$ cat src/rtl/alu_seq.sv
// Sequential 8-bit ALU: single-cycle logic/arith ops, iterative shift-left and shift-add
// multiply, with a start/busy/done handshake and registered result/flags.
module alu_seq #(
    parameter int unsigned WIDTH = 8,
    parameter int unsigned CNTW  = 4
) (
    input  logic             clk,
    input  logic             rst_n,
    input  logic             start,
    input  logic [2:0]       op,
    input  logic [WIDTH-1:0] a,
    input  logic [WIDTH-1:0] b,
    output logic             busy,
    output logic             done,
    output logic [WIDTH-1:0] result,
    output logic             zero,
    output logic             carry
);

    localparam int unsigned SHW = $clog2(WIDTH);

    localparam logic [2:0] OpAdd  = 3'b000;
    localparam logic [2:0] OpSub  = 3'b001;
    localparam logic [2:0] OpAnd  = 3'b010;
    localparam logic [2:0] OpOr   = 3'b011;
    localparam logic [2:0] OpXor  = 3'b100;
    localparam logic [2:0] OpShl  = 3'b101;
    localparam logic [2:0] OpMul  = 3'b110;
    localparam logic [2:0] OpPass = 3'b111;

    typedef enum logic {StIdle, StExec} state_e;

    state_e             state_q, state_d;
    logic [2:0]         op_q, op_d;
    logic [CNTW-1:0]    cnt_q, cnt_d;
    logic [2*WIDTH-1:0] acc_q, acc_d;
    logic [2*WIDTH-1:0] mcand_q, mcand_d;
    logic [WIDTH-1:0]   mplier_q, mplier_d;
    logic [WIDTH-1:0]   sh_q, sh_d;
    logic [WIDTH-1:0]   result_q, result_d;
    logic               zero_q, zero_d;
    logic               carry_q, carry_d;
    logic               done_q, done_d;

    logic [WIDTH:0]     sum, diff;
    logic [WIDTH-1:0]   sc_res;
    logic               sc_carry;
    logic               is_multi;
    logic               last_iter;
    logic [2*WIDTH-1:0] acc_step;
    logic [WIDTH-1:0]   sh_step;

    // Single-cycle result; SHL here only covers the zero-count case
    always_comb begin
        sum      = {1'b0, a} + {1'b0, b};
        diff     = {1'b0, a} - {1'b0, b};
        sc_res   = b;
        sc_carry = 1'b0;
        case (op)
            OpAdd:   begin sc_res = sum[WIDTH-1:0];  sc_carry = sum[WIDTH];  end
            OpSub:   begin sc_res = diff[WIDTH-1:0]; sc_carry = diff[WIDTH]; end
            OpAnd:   sc_res = a & b;
            OpOr:    sc_res = a | b;
            OpXor:   sc_res = a ^ b;
            OpShl:   sc_res = a;
            OpPass:  sc_res = b;
            default: sc_res = b;
        endcase
    end

    assign is_multi  = (op == OpMul) || ((op == OpShl) && (b[SHW-1:0] != '0));
    assign last_iter = (cnt_q == CNTW'(1));
    assign acc_step  = mplier_q[0] ? (acc_q + mcand_q) : acc_q;
    assign sh_step   = sh_q << 1;

    always_ff @(posedge clk or negedge rst_n) begin
        if (!rst_n) begin
            state_q  <= StIdle;
            op_q     <= '0;
            cnt_q    <= '0;
            acc_q    <= '0;
            mcand_q  <= '0;
            mplier_q <= '0;
            sh_q     <= '0;
            result_q <= '0;
            zero_q   <= 1'b0;
            carry_q  <= 1'b0;
            done_q   <= 1'b0;
        end else begin
            state_q  <= state_d;
            op_q     <= op_d;
            cnt_q    <= cnt_d;
            acc_q    <= acc_d;
            mcand_q  <= mcand_d;
            mplier_q <= mplier_d;
            sh_q     <= sh_d;
            result_q <= result_d;
            zero_q   <= zero_d;
            carry_q  <= carry_d;
            done_q   <= done_d;
        end
    end

    always_comb begin
        state_d = state_q;
        case (state_q)
            StIdle:  if (start && is_multi) state_d = StExec;
            StExec:  if (last_iter) state_d = StIdle;
            default: state_d = StIdle;
        endcase
    end

    always_comb begin
        op_d     = op_q;
        cnt_d    = cnt_q;
        acc_d    = acc_q;
        mcand_d  = mcand_q;
        mplier_d = mplier_q;
        sh_d     = sh_q;
        result_d = result_q;
        zero_d   = zero_q;
        carry_d  = carry_q;
        done_d   = 1'b0;
        case (state_q)
            StIdle: begin
                if (start) begin
                    op_d = op;
                    if (is_multi) begin
                        if (op == OpMul) begin
                            cnt_d    = CNTW'(WIDTH);
                            acc_d    = '0;
                            mcand_d  = {{WIDTH{1'b0}}, a};
                            mplier_d = b;
                        end else begin
                            cnt_d = CNTW'(b[SHW-1:0]);
                            sh_d  = a;
                        end
                    end else begin
                        result_d = sc_res;
                        carry_d  = sc_carry;
                        zero_d   = (sc_res == '0);
                        done_d   = 1'b1;
                    end
                end
            end
            StExec: begin
                cnt_d = cnt_q - CNTW'(1);
                if (op_q == OpMul) begin
                    acc_d    = acc_step;
                    mcand_d  = mcand_q << 1;
                    mplier_d = mplier_q >> 1;
                end else begin
                    sh_d = sh_step;
                end
                if (last_iter) begin
                    done_d = 1'b1;
                    if (op_q == OpMul) begin
                        result_d = acc_step[WIDTH-1:0];
                        carry_d  = |acc_step[2*WIDTH-1:WIDTH];
                        zero_d   = (acc_step[WIDTH-1:0] == '0);
                    end else begin
                        // carry takes the bit leaving position WIDTH-1 on this final shift
                        result_d = sh_step;
                        carry_d  = sh_q[WIDTH-1];
                        zero_d   = (sh_step == '0);
                    end
                end
            end
            default: ;
        endcase
    end

    always_comb begin
        busy   = (state_q == StExec);
        done   = done_q;
        result = result_q;
        zero   = zero_q;
        carry  = carry_q;
    end

endmodule

$ cat config.mk
export PLATFORM = sky130hd
export DESIGN_NAME = alu_seq
export DESIGN_NICKNAME = d
export VERILOG_FILES = /design/src/rtl/alu_seq.sv
export SDC_FILE = /design/constraint.sdc
export NUM_CORES = 1
export LEC_CHECK = 0
export ABC_AREA = 1
export ABC_CLOCK_PERIOD_IN_PS = 2800
export BUFFER_PORTS_ARGS = -buffer_cell sky130_fd_sc_hd__buf_4
export CAP_MARGIN = 15
export CORE_ASPECT_RATIO = 2
export CORE_MARGIN = 2
export CORE_UTILIZATION = 50
export CTS_CLUSTER_DIAMETER = 80
export CTS_CLUSTER_SIZE = 8
export DETAILED_ROUTE_END_ITERATION = 16
export GPL_TIMING_DRIVEN = 0
export PLACE_DENSITY = 0.72
export SYNTH_ARGS = -nofsm -noshare
export SYNTH_HDL_FRONTEND = slang
export SYNTH_SLANG_ARGS = --single-unit
$ cat constraint.sdc
create_clock -name clk -period 2.8 [get_ports clk]
set_clock_uncertainty 0.1 [all_clocks]
set_input_delay 0 -clock clk [delete_from_list [all_inputs] [get_ports clk]]
set_output_delay 0 -clock clk [all_outputs]
set_load 0.05 [all_outputs]
# [Word level (Yosys, flattened, before mapping)]
# Cells that the tools add are included.
[word_totals] mem_bits_ro=0 input_bits=22 register_bits=67 memories=0 wordCells=98 latch_bits=0 output_inout_bits=12 ramBits=0
[classes] mul=0 n_shift=0 reduce_logical=14 order_cmp=0 n_eq_ne=16 n_addsub=4 div_mod_pow=0 mux=49 bitwise_logic=4
[op_table] cell="two-way mux 16 bit" n=9
[op_table] cell="two-way mux 8 bit" n=12
[op_table] cell="one-hot mux 16 bit (2 select lines)" n=2
[op_table] cell="one-hot mux 8 bit (2 select lines)" n=3
[op_table] cell="one-hot mux 8 bit (6 select lines)" n=1
[op_table] cell="logical NOT 8 bit" n=3
[op_table] cell="adder 16 bit" n=1
[op_table] cell="two-way mux 1 bit" n=13
[op_table] cell="equality test 3 bit, second input constant" n=4
[op_table] cell="two-way mux 4 bit" n=3
[op_table] cell="inequality test 2 bit, second input constant" n=6
[op_table] cell="one-hot mux 1 bit (2 select lines)" n=5
[op_table] cell="adder 8 x 8 -> 9 bit" n=1
[op_table] cell="subtractor 8 x 8 -> 9 bit" n=1
[op_table] cell="bitwise AND 8 bit" n=1
[op_table] cell="bitwise OR 8 bit" n=1
[op_table] cell="one-hot mux 4 bit (2 select lines)" n=1
[op_table] cell="AND reduction 4 bit" n=2
[op_table] cell="OR reduction 8 bit" n=1
[op_table] cell="XOR 8 bit" n=1
[op_table] cell="equality test 3 x 2 -> 1 bit, second input constant" n=2
[op_table] cell="equality test 4 x 1 -> 1 bit, second input constant" n=1
[op_table] cell="inequality test 2 x 1 -> 1 bit, second input constant" n=2
[op_table] cell="AND reduction 2 bit" n=2
[op_table] cell="other kinds (8)" n=9

# [Depth between registers and ports, before layout]
# Gate-level depths: netlist of the first run.
[depth] depth_word=6 depth_mapped=16 depth_no_buf=16

# [Worst setup path after synthesis of the first run]
# Ideal clock, no wire load.
[synth_path] path_kind="register to register" from="register state_q, in the netlist busy" to="register mcand_q[7]" setup_ns=0.127 t_required_ns=2.573 setup_slack_ns=0.633 path_buffers=2 stages_incl_launch_ff=8 synth_period_minus_slack_ns=2.167 t_arrival_ns=1.940 path_cell_list="dfrtp_1 buf_2 inv_2 nor2_1 inv_1 a21oi_4 buf_6 mux2_1"
[synth_between] elab_chain_cells=3 elab_cells_between_ends=7 classes_between="4 x eq/ne; 1 x mux; 1 x bitwise; 1 x reduce/logical"
[synth_lines] element="start, declared" line_no="33" text="state_e state_q, state_d;"
[synth_lines] element="start signal, assigned" line_no="78" text="state_q <= StIdle;"
[synth_lines] element="start signal, assigned" line_no="90" text="state_q <= state_d;"
[synth_lines] element="inverter 1 bit (no line)"
[synth_lines] element="inequality test 2 bit (no line)"
[synth_lines] element="AND reduction 4 bit (no line)"
[synth_lines] element="end signal, assigned" line_no="94" text="mcand_q <= mcand_d;"
[synth_lines] element="end, declared" line_no="37" text="logic [2*WIDTH-1:0] mcand_q, mcand_d;"
# Parallel ways exist; a longest one is shown, timed or not.
# A chain may end at the register's enable or synchronous reset.

# [Worst setup path after layout of the first run]
[layout_path] from="input b[0]" to="register zero_q, in the netlist zero"
[layout_between] elab_chain_cells=6 elab_cells_between_ends=15 classes_between="2 x add/sub; 1 x eq/ne; 4 x mux; 3 x bitwise; 5 x reduce/logical"
[layout_lines] element="start, declared" line_no="12" text="input logic [WIDTH-1:0] b,"
[layout_lines] element="subtractor 8 x 8 -> 9 bit, or another cell as far along" line_no="56" text="diff = {1'b0, a} - {1'b0, b};"
[layout_lines] element="one-hot mux 8 bit (6 select lines)" line_no="59" text="case (op)"
[layout_lines] element="logical NOT 8 bit" line_no="141" text="zero_d = (sc_res == '0);"
[layout_lines] element="two-way mux 1 bit" line_no="128" text="if (is_multi) begin"
[layout_lines] element="two-way mux 1 bit" line_no="126" text="if (start) begin"
[layout_lines] element="one-hot mux 1 bit (2 select lines)" line_no="124" text="case (state_q)"
[layout_lines] element="end signal, assigned" line_no="98" text="zero_q <= zero_d;"
[layout_lines] element="end, declared" line_no="41" text="logic zero_q, zero_d;"
# Parallel ways exist; a longest one is shown, timed or not. The select of a mux whose other input is x is not followed.

==> run metrics, run 1 <==
1st-iter DRT viols 379; register bit total from synthesis 67; Clk network pwr share 19.3%; number of global-route vias before repair 5627; Post-Syn Area 5420 µm²; largest net degree at the start of global routing 68; GRT Total Usage 30.0%; Synth async-reset ratio 100%; Reg power frac 27.8%; global-route wire length before repair 26.8 mm; CTS tree done; cell taking the most area after synthesis dfrtp_1; worst setup path class in -> reg; H-tree lvl count 3; Peak Freq 392 MHz; outcome finished, final reports clean; Residual DRC 0; final period utilization 91.1%; maximum VDD drop 389 µV; Final Slew Violations 0; WHS Path Cells 5; Net count, final 929; drt pass-1 iters 5; switching share of power 46.6%; sequential fraction of the synthesis area 30.9%; Area growth, synth to finish 16.3%; n_diodes 0; setup_tns 0 ns; initial core utilization 51.4%; GRT met1 Usage 25.7%; Overflow after GRT 0; slowest CP cell dlygate4sd3_1; Post-Synthesis Net Count 869; P_sw 2.85 mW; final WL 16.7 mm; Core ar. 10500 µm²; static leakage 3.25 nW; Worst-Skew Late Latency 0.33 ns; final RePlAce weighted congestion 0.921; EDFF count, synth 0; Detail Placement HPWL 13.8 mm; crit path time final 2.55 ns; share of layout cells above drive strength 1 9.12%; Worst Path Max Fanout 5; CP cell instances dlygate4sd3_1 > buf_4 > ha_1 > fa_1 > or2_2 > nand3_1 > nand2_1 > nor2_1 > nand2_1 > nor2_1 > nand3_1 > nor2_1 > nand4_1 > a21oi_1; share of the synthesized area in the top cell type 30.9%; routed len/inst 16.7 µm; endpoint class of the critical path flip-flop; initial antenna violation count 0; dpl ws 0.332 ns; Critical Path Max Stage Delay 0.53 ns; Logic pwr share 52.9%; Yosys cell types 40; Worst slew margin 41.3%; Worst Path Required 2.96 ns; Die Area 11700 µm²; Inserted Clock Buffers 9; CP most frequent cell nor2_1; Critical Path AT 2.71 ns; Clk pin slew, worst setup/hold paths 0.06 ns; global-route track usage on met2 59.3%; setup slack after layout 0.248 ns; RSZ-0062 raised after global routing false; Int Pwr 3.27 mW; FP Rows 53; Mapped Cells 802; class of the worst hold path in -> reg; Pwr Density 969 nW/µm²; Via Count 5500; Detail Route Antenna Nets 0; Root Driver clkbuf_16; Final Hold Vio Count 0; die width 77.6 µm; Syn Area/Cell 6.76 µm²; clock buffer depth 2; Setup crit start kind input pin; CTS sink cnt 67; Worst Reg2Reg Path Length in Cells 12; Die Y-Extent 151 µm; cts repair resizes 0; IO buf count 33; final setup fails 0; Top Ports 34; yosys warns 0; via/cell ratio 5.48; GRT Max-Usage Layer met2; Max-Cap Viols 0; Synth Flop Type dfrtp_1; worst slew pin tran 0.881 ns; grt met3 use 3.28%; Area contributors post-synth dfrtp_1, nand2_1, ha_1, inv_1, o21ai_0
## worst paths after layout
check / slack, ns / to / start
min in group asynchronous: 0.21 / acc_q[1]$_DFFE_PN0P_ / rst_n
setup reg to reg: 0.31 / result[6]$_DFFE_PN0P_ / acc_q[0]$_DFFE_PN0P_
hold reg to reg: 0.38 / op_q[2]$_DFFE_PN0P_ / op_q[2]$_DFFE_PN0P_
hold / removal: 0.004 / mplier_q[1]$_DFFE_PN0P_ / b[1]
max in group asynchronous: 1.77 / mplier_q[3]$_DFFE_PN0P_ / rst_n
setup / recovery: 0.25 / zero$_DFFE_PN0P_ / b[0]
## flip-flops by register name (all words and copies together) (netlist names)
name / count
mplier_q: 8
result: 8
cnt_q: 4
acc_q: 16
busy: 1
op_q: 3
sh_q: 8
done: 1
zero: 1
mcand_q: 16
carry: 1
## logic make-up (layout without fill, tap and decap cells)
kind of cell	count (synthesis)	count (layout)	share of synthesized area, %
AO/OA/AOI/OAI	146	146	15.3
XOR/XNOR	8	8	1.29
adder cells (fa/ha/maj)	45	45	10.8
buffers and inverters	160	224	11.6
flip-flops	67	67	30.9
multiplexers	4	4	0.831
AND/OR/NAND/NOR	372	372	29.3
## stage by stage
stage / std cells / utilization (%) / hold WS [ns] / total power, mW / instance area, µm²
after floorplan: 802 / - / -0.396 / 3.96 / 5420
after global placement: 972 / 55.4 / 0.0477 / 4.82 / 5840
after detailed placement: 972 / 55.4 / 0.0540 / 4.89 / 5840
after CTS: 1002 / 59.7 / 0.00233 / 6.11 / 6300
after global routing: 1003 / 59.8 / 0.0676 / 6.59 / 6310
final: 1003 / 59.8 / 0.00415 / 6.11 / 6310
## Yosys cell counts (all sizes together), types with 2 or more instances
| cell type | count |
|---|---|
| nor4 | 2 |
| a21oi | 26 |
| fa | 3 |
| a211oi | 2 |
| nand2 | 213 |
| inv | 135 |
| xnor2 | 7 |
| nand3 | 72 |
| mux2 | 4 |
| dfrtp | 67 |
| nand4 | 15 |
| ha | 42 |
| o21a | 7 |
| o22ai | 15 |
| or2 | 6 |
| a31oi | 12 |
| nor2 | 55 |
| o211ai | 5 |
| o21ai | 75 |
| nand3b | 3 |
| nor3 | 5 |
| clkbuf | 11 |
| buf | 14 |
## cell type report
type / count / area (µm²)
Buffer: 25 / 121
Timing Repair Buffer: 49 / 405
Inverter: 135 / 507
Clock inverter: 4 / 76.3
Clock buffer: 11 / 233
Sequential cell: 67 / 1680
Tap cell: 137 / 171
Multi-Input combinational cell: 575 / 3120
Fill cell: 974 / 4240
## worst max-delay path: cells and delay by family
kind,cells,cell delay (ns)
adders and majority gates,2,0.72
and+or+nand+nor,9,1.16
buffers and inverters,2,0.69
AOI/OAI and AO/OA,1,0.14
## placed cells by master (no fill, tap or decap), types with 7 or more instances in the layout
| cell type | n |
|---|---|
| nand4_1 | 15 |
| dfrtp_1 | 67 |
| buf_4 | 35 |
| a21oi_1 | 24 |
| ha_1 | 42 |
| inv_1 | 132 |
| xnor2_1 | 7 |
| o21a_1 | 7 |
| a31oi_1 | 12 |
| dlygate4sd3_1 | 15 |
| clkbuf_16 | 9 |
| o22ai_1 | 15 |
| nand3_1 | 72 |
| nor2_1 | 53 |
| nand2_1 | 212 |
| clkbuf_1 | 13 |
| o21ai_0 | 75 |
| buf_2 | 10 |
## power groups by stage
stage / logic (mW) / clock network [mW] / registers, mW
2_1_floorplan: 2.09 / 0 / 1.87
3_3_place_gp: 3.12 / 0 / 1.70
3_5_place_dp: 3.18 / 0 / 1.71
4_1_cts: 3.22 / 1.20 / 1.70
5_1_grt: 3.62 / 1.22 / 1.75
6_report: 3.23 / 1.18 / 1.70
## timing repair
action                                  in CTS  in global routing
endpoints found under the setup margin       0                  0
buffers inserted                             0                  0
hold endpoints to repair                    86                  0
hold buffers                                15                  0
## metal layers
metal  vias up  share of wire (%)
li1       2724                  -
met3        75                3.0
met4         0                8.5
met1      2546                 32
met2       155                 56
met5         -                  0
Note: power is estimated with default switching activity, not from simulation.
==> run 2, diff against run 1 <==
--- a/config.mk
+++ b/config.mk
@@ -7,7 +7,7 @@
 export LEC_CHECK = 0
 export ABC_AREA = 1
 export ABC_CLOCK_PERIOD_IN_PS = 2800
-export BUFFER_PORTS_ARGS = -buffer_cell sky130_fd_sc_hd__buf_4
+export BUFFER_PORTS_ARGS = -buffer_cell sky130_fd_sc_hd__buf_2
 export CAP_MARGIN = 15
 export CORE_ASPECT_RATIO = 2
 export CORE_MARGIN = 2
==> run 2 against run 1 <==
Effect of this change:
- final area is 1.9% lower
- fmax increased by 0.46%
- power shrank 1.5%
- first-iteration DRC count is 2.9% lower
- core utilization decreased by 1.2 points
- hold slack improved by 0.0036 ns
- largest cell class unchanged
- highest routed layer unchanged
==> run metrics, run 2 (synthesis gave the netlist of run 1 again) <==
Detail Placement HPWL 13.6 mm; Worst Path Max Fanout 3; final setup fails 0; P_sw 2.84 mW; Core ar. 10500 µm²; outcome finished, final reports clean; via/cell ratio 5.57; Residual DRC 0; placed inst area 5760 µm²; clock buffer depth 2; number of global-route vias before repair 5706; fillcell total 1000; H-tree lvl count 3; global-route wire length before repair 27.3 mm; Detail Route Antenna Nets 0; Final Slew Violations 0; die width 77.6 µm; maximum VDD drop 481 µV; cts repair resizes 0; Logic pwr share 52.7%; Critical Path AT 2.71 ns; Final Hold Vio Count 0; routed len/inst 17.1 µm; commonest non-fill, non-tap cell in the layout nand2_1; Via Count 5567; CTS tree done; Worst Path Required 2.97 ns; worst setup path class reg -> reg; Multi-input gate area 3120 µm²; Die Y-Extent 151 µm; r2r endpoint zero$_DFFE_PN0P_; Area growth, synth to finish 14.1%; Top Ports 34; Pwr Density 973 nW/µm²; Peak Freq 394 MHz; HP Start a[2]; 1st-iter DRT viols 368; final core occ 58.7%; GRT Total Usage 30.4%; worst slew pin tran 0.893 ns; most frequent cells in the layout nand2_1, inv_1, o21ai_0, nand3_1, dfrtp_1; largest net degree at the start of global routing 68; register-to-register setup slack 0.26 ns; switching share of power 47.2%; WHS Path Cells 4; setup slack after layout 0.260 ns; crit path time final 2.54 ns; Inserted Clock Buffers 9; worst r2r src acc_q[0]$_DFFE_PN0P_; n_diodes 0; RSZ-0062 raised after global routing false; Reg power frac 27.9%; final period utilization 90.7%; FP Rows 53; final WL 17.1 mm; Worst slew margin 40.5%; share of layout cells above drive strength 1 9.27%; register area 1680 µm²; Die Area 11700 µm²; Setup crit start kind flip-flop; Overflow after GRT 0; endpoint class of the critical path flip-flop; Int Pwr 3.18 mW; Worst-Skew Late Latency 0.34 ns; Hold EP sh_q[2]$_DFFE_PN0P_; Clk network pwr share 19.4%; final hold slack 0.00772 ns; Max-Cap Viols 0; Worst Reg2Reg Path Length in Cells 11; initial core utilization 51.4%; class of the worst hold path in -> reg; drt pass-1 iters 5; Final Instance Area 6180 µm²; setup_tns 0 ns; dpl ws 0.289 ns; Net count, final 925; postcts setup bufs 0; Largest regs acc_q x16, mcand_q x16; static leakage 3.20 nW; CTS sink cnt 67; initial antenna violation count 0; IO buf count 33; final RePlAce weighted congestion 0.939; CTS Hold Bufs 11; Root Driver clkbuf_16; Clk pin slew, worst setup/hold paths 0.06 ns
[run 2: cell count changes in the layout (fill, tap and decap cells not counted)]
cell	delta
clkbuf_8	+2
buf_2	+32
dlygate4sd3_1	-4
bufinv_16	-1
buf_4	-32
[run 2: worst max path at each step]
stage                      startpoint                endpoint  slack [ns]  cells after the start
2_1_floorplan          busy$_DFF_PN0_  mcand_q[7]$_DFFE_PN0P_        0.63                      7
4_1_cts        mcand_q[0]$_DFFE_PN0P_        zero$_DFFE_PN0P_        0.25                     11
6_report         acc_q[0]$_DFFE_PN0P_        zero$_DFFE_PN0P_        0.26                     11
5_1_grt        mcand_q[0]$_DFFE_PN0P_        zero$_DFFE_PN0P_        0.09                     11
3_3_place_gp     acc_q[0]$_DFFE_PN0P_        zero$_DFFE_PN0P_        0.33                     11
3_5_place_dp     acc_q[0]$_DFFE_PN0P_        zero$_DFFE_PN0P_        0.29                     11
[run 2: worst max-delay path, cell delays in order (launching register included)]
cell and delay (ns):
dfrtp_1 0.38, ha_1 0.23, fa_1 0.44, nand2_1 0.07
o21ai_0 0.16, nor4_1 0.47, nand2_1 0.10, nor2_1 0.15
nand2_1 0.07, nor2_1 0.10, nor2_1 0.07, a21oi_1 0.13
[run 2: power by group through the flow]
stage | logic, mW | clock network, mW | registers [mW]
2_1_floorplan | 2.09 | 0 | 1.87
3_5_place_dp | 3.12 | 0 | 1.68
6_report | 3.18 | 1.17 | 1.68
3_3_place_gp | 3.04 | 0 | 1.67
5_1_grt | 3.55 | 1.21 | 1.71
4_1_cts | 3.15 | 1.16 | 1.67
[run 2: layout make-up]
cell class	instances	area share, %
plain buffers	25	1.96
clock buffers	13	4.21
clock inverters	3	0.749
inverters	135	8.19
multi-input cells	575	50.4
flip-flops and latches	67	27.1
well taps	137	2.77
repair buffers	45	4.61
[run 2: per-layer routing]
metal | track usage, % | share of wire, % | wire, µm
met3 | 2.38 | 2.4 | 407
met5 | 0 | 0 | 0
met2 | 58.2 | 55 | 9390
met1 | 28.0 | 34 | 5820
met4 | 26.2 | 8.8 | 1510
[run 2: stage by stage]
stage,cells,power [mW]
global placement,972,4.70
global route,1000,6.47
finish,1000,6.02
floorplan,802,3.96
detailed placement,972,4.81
CTS,999,5.99
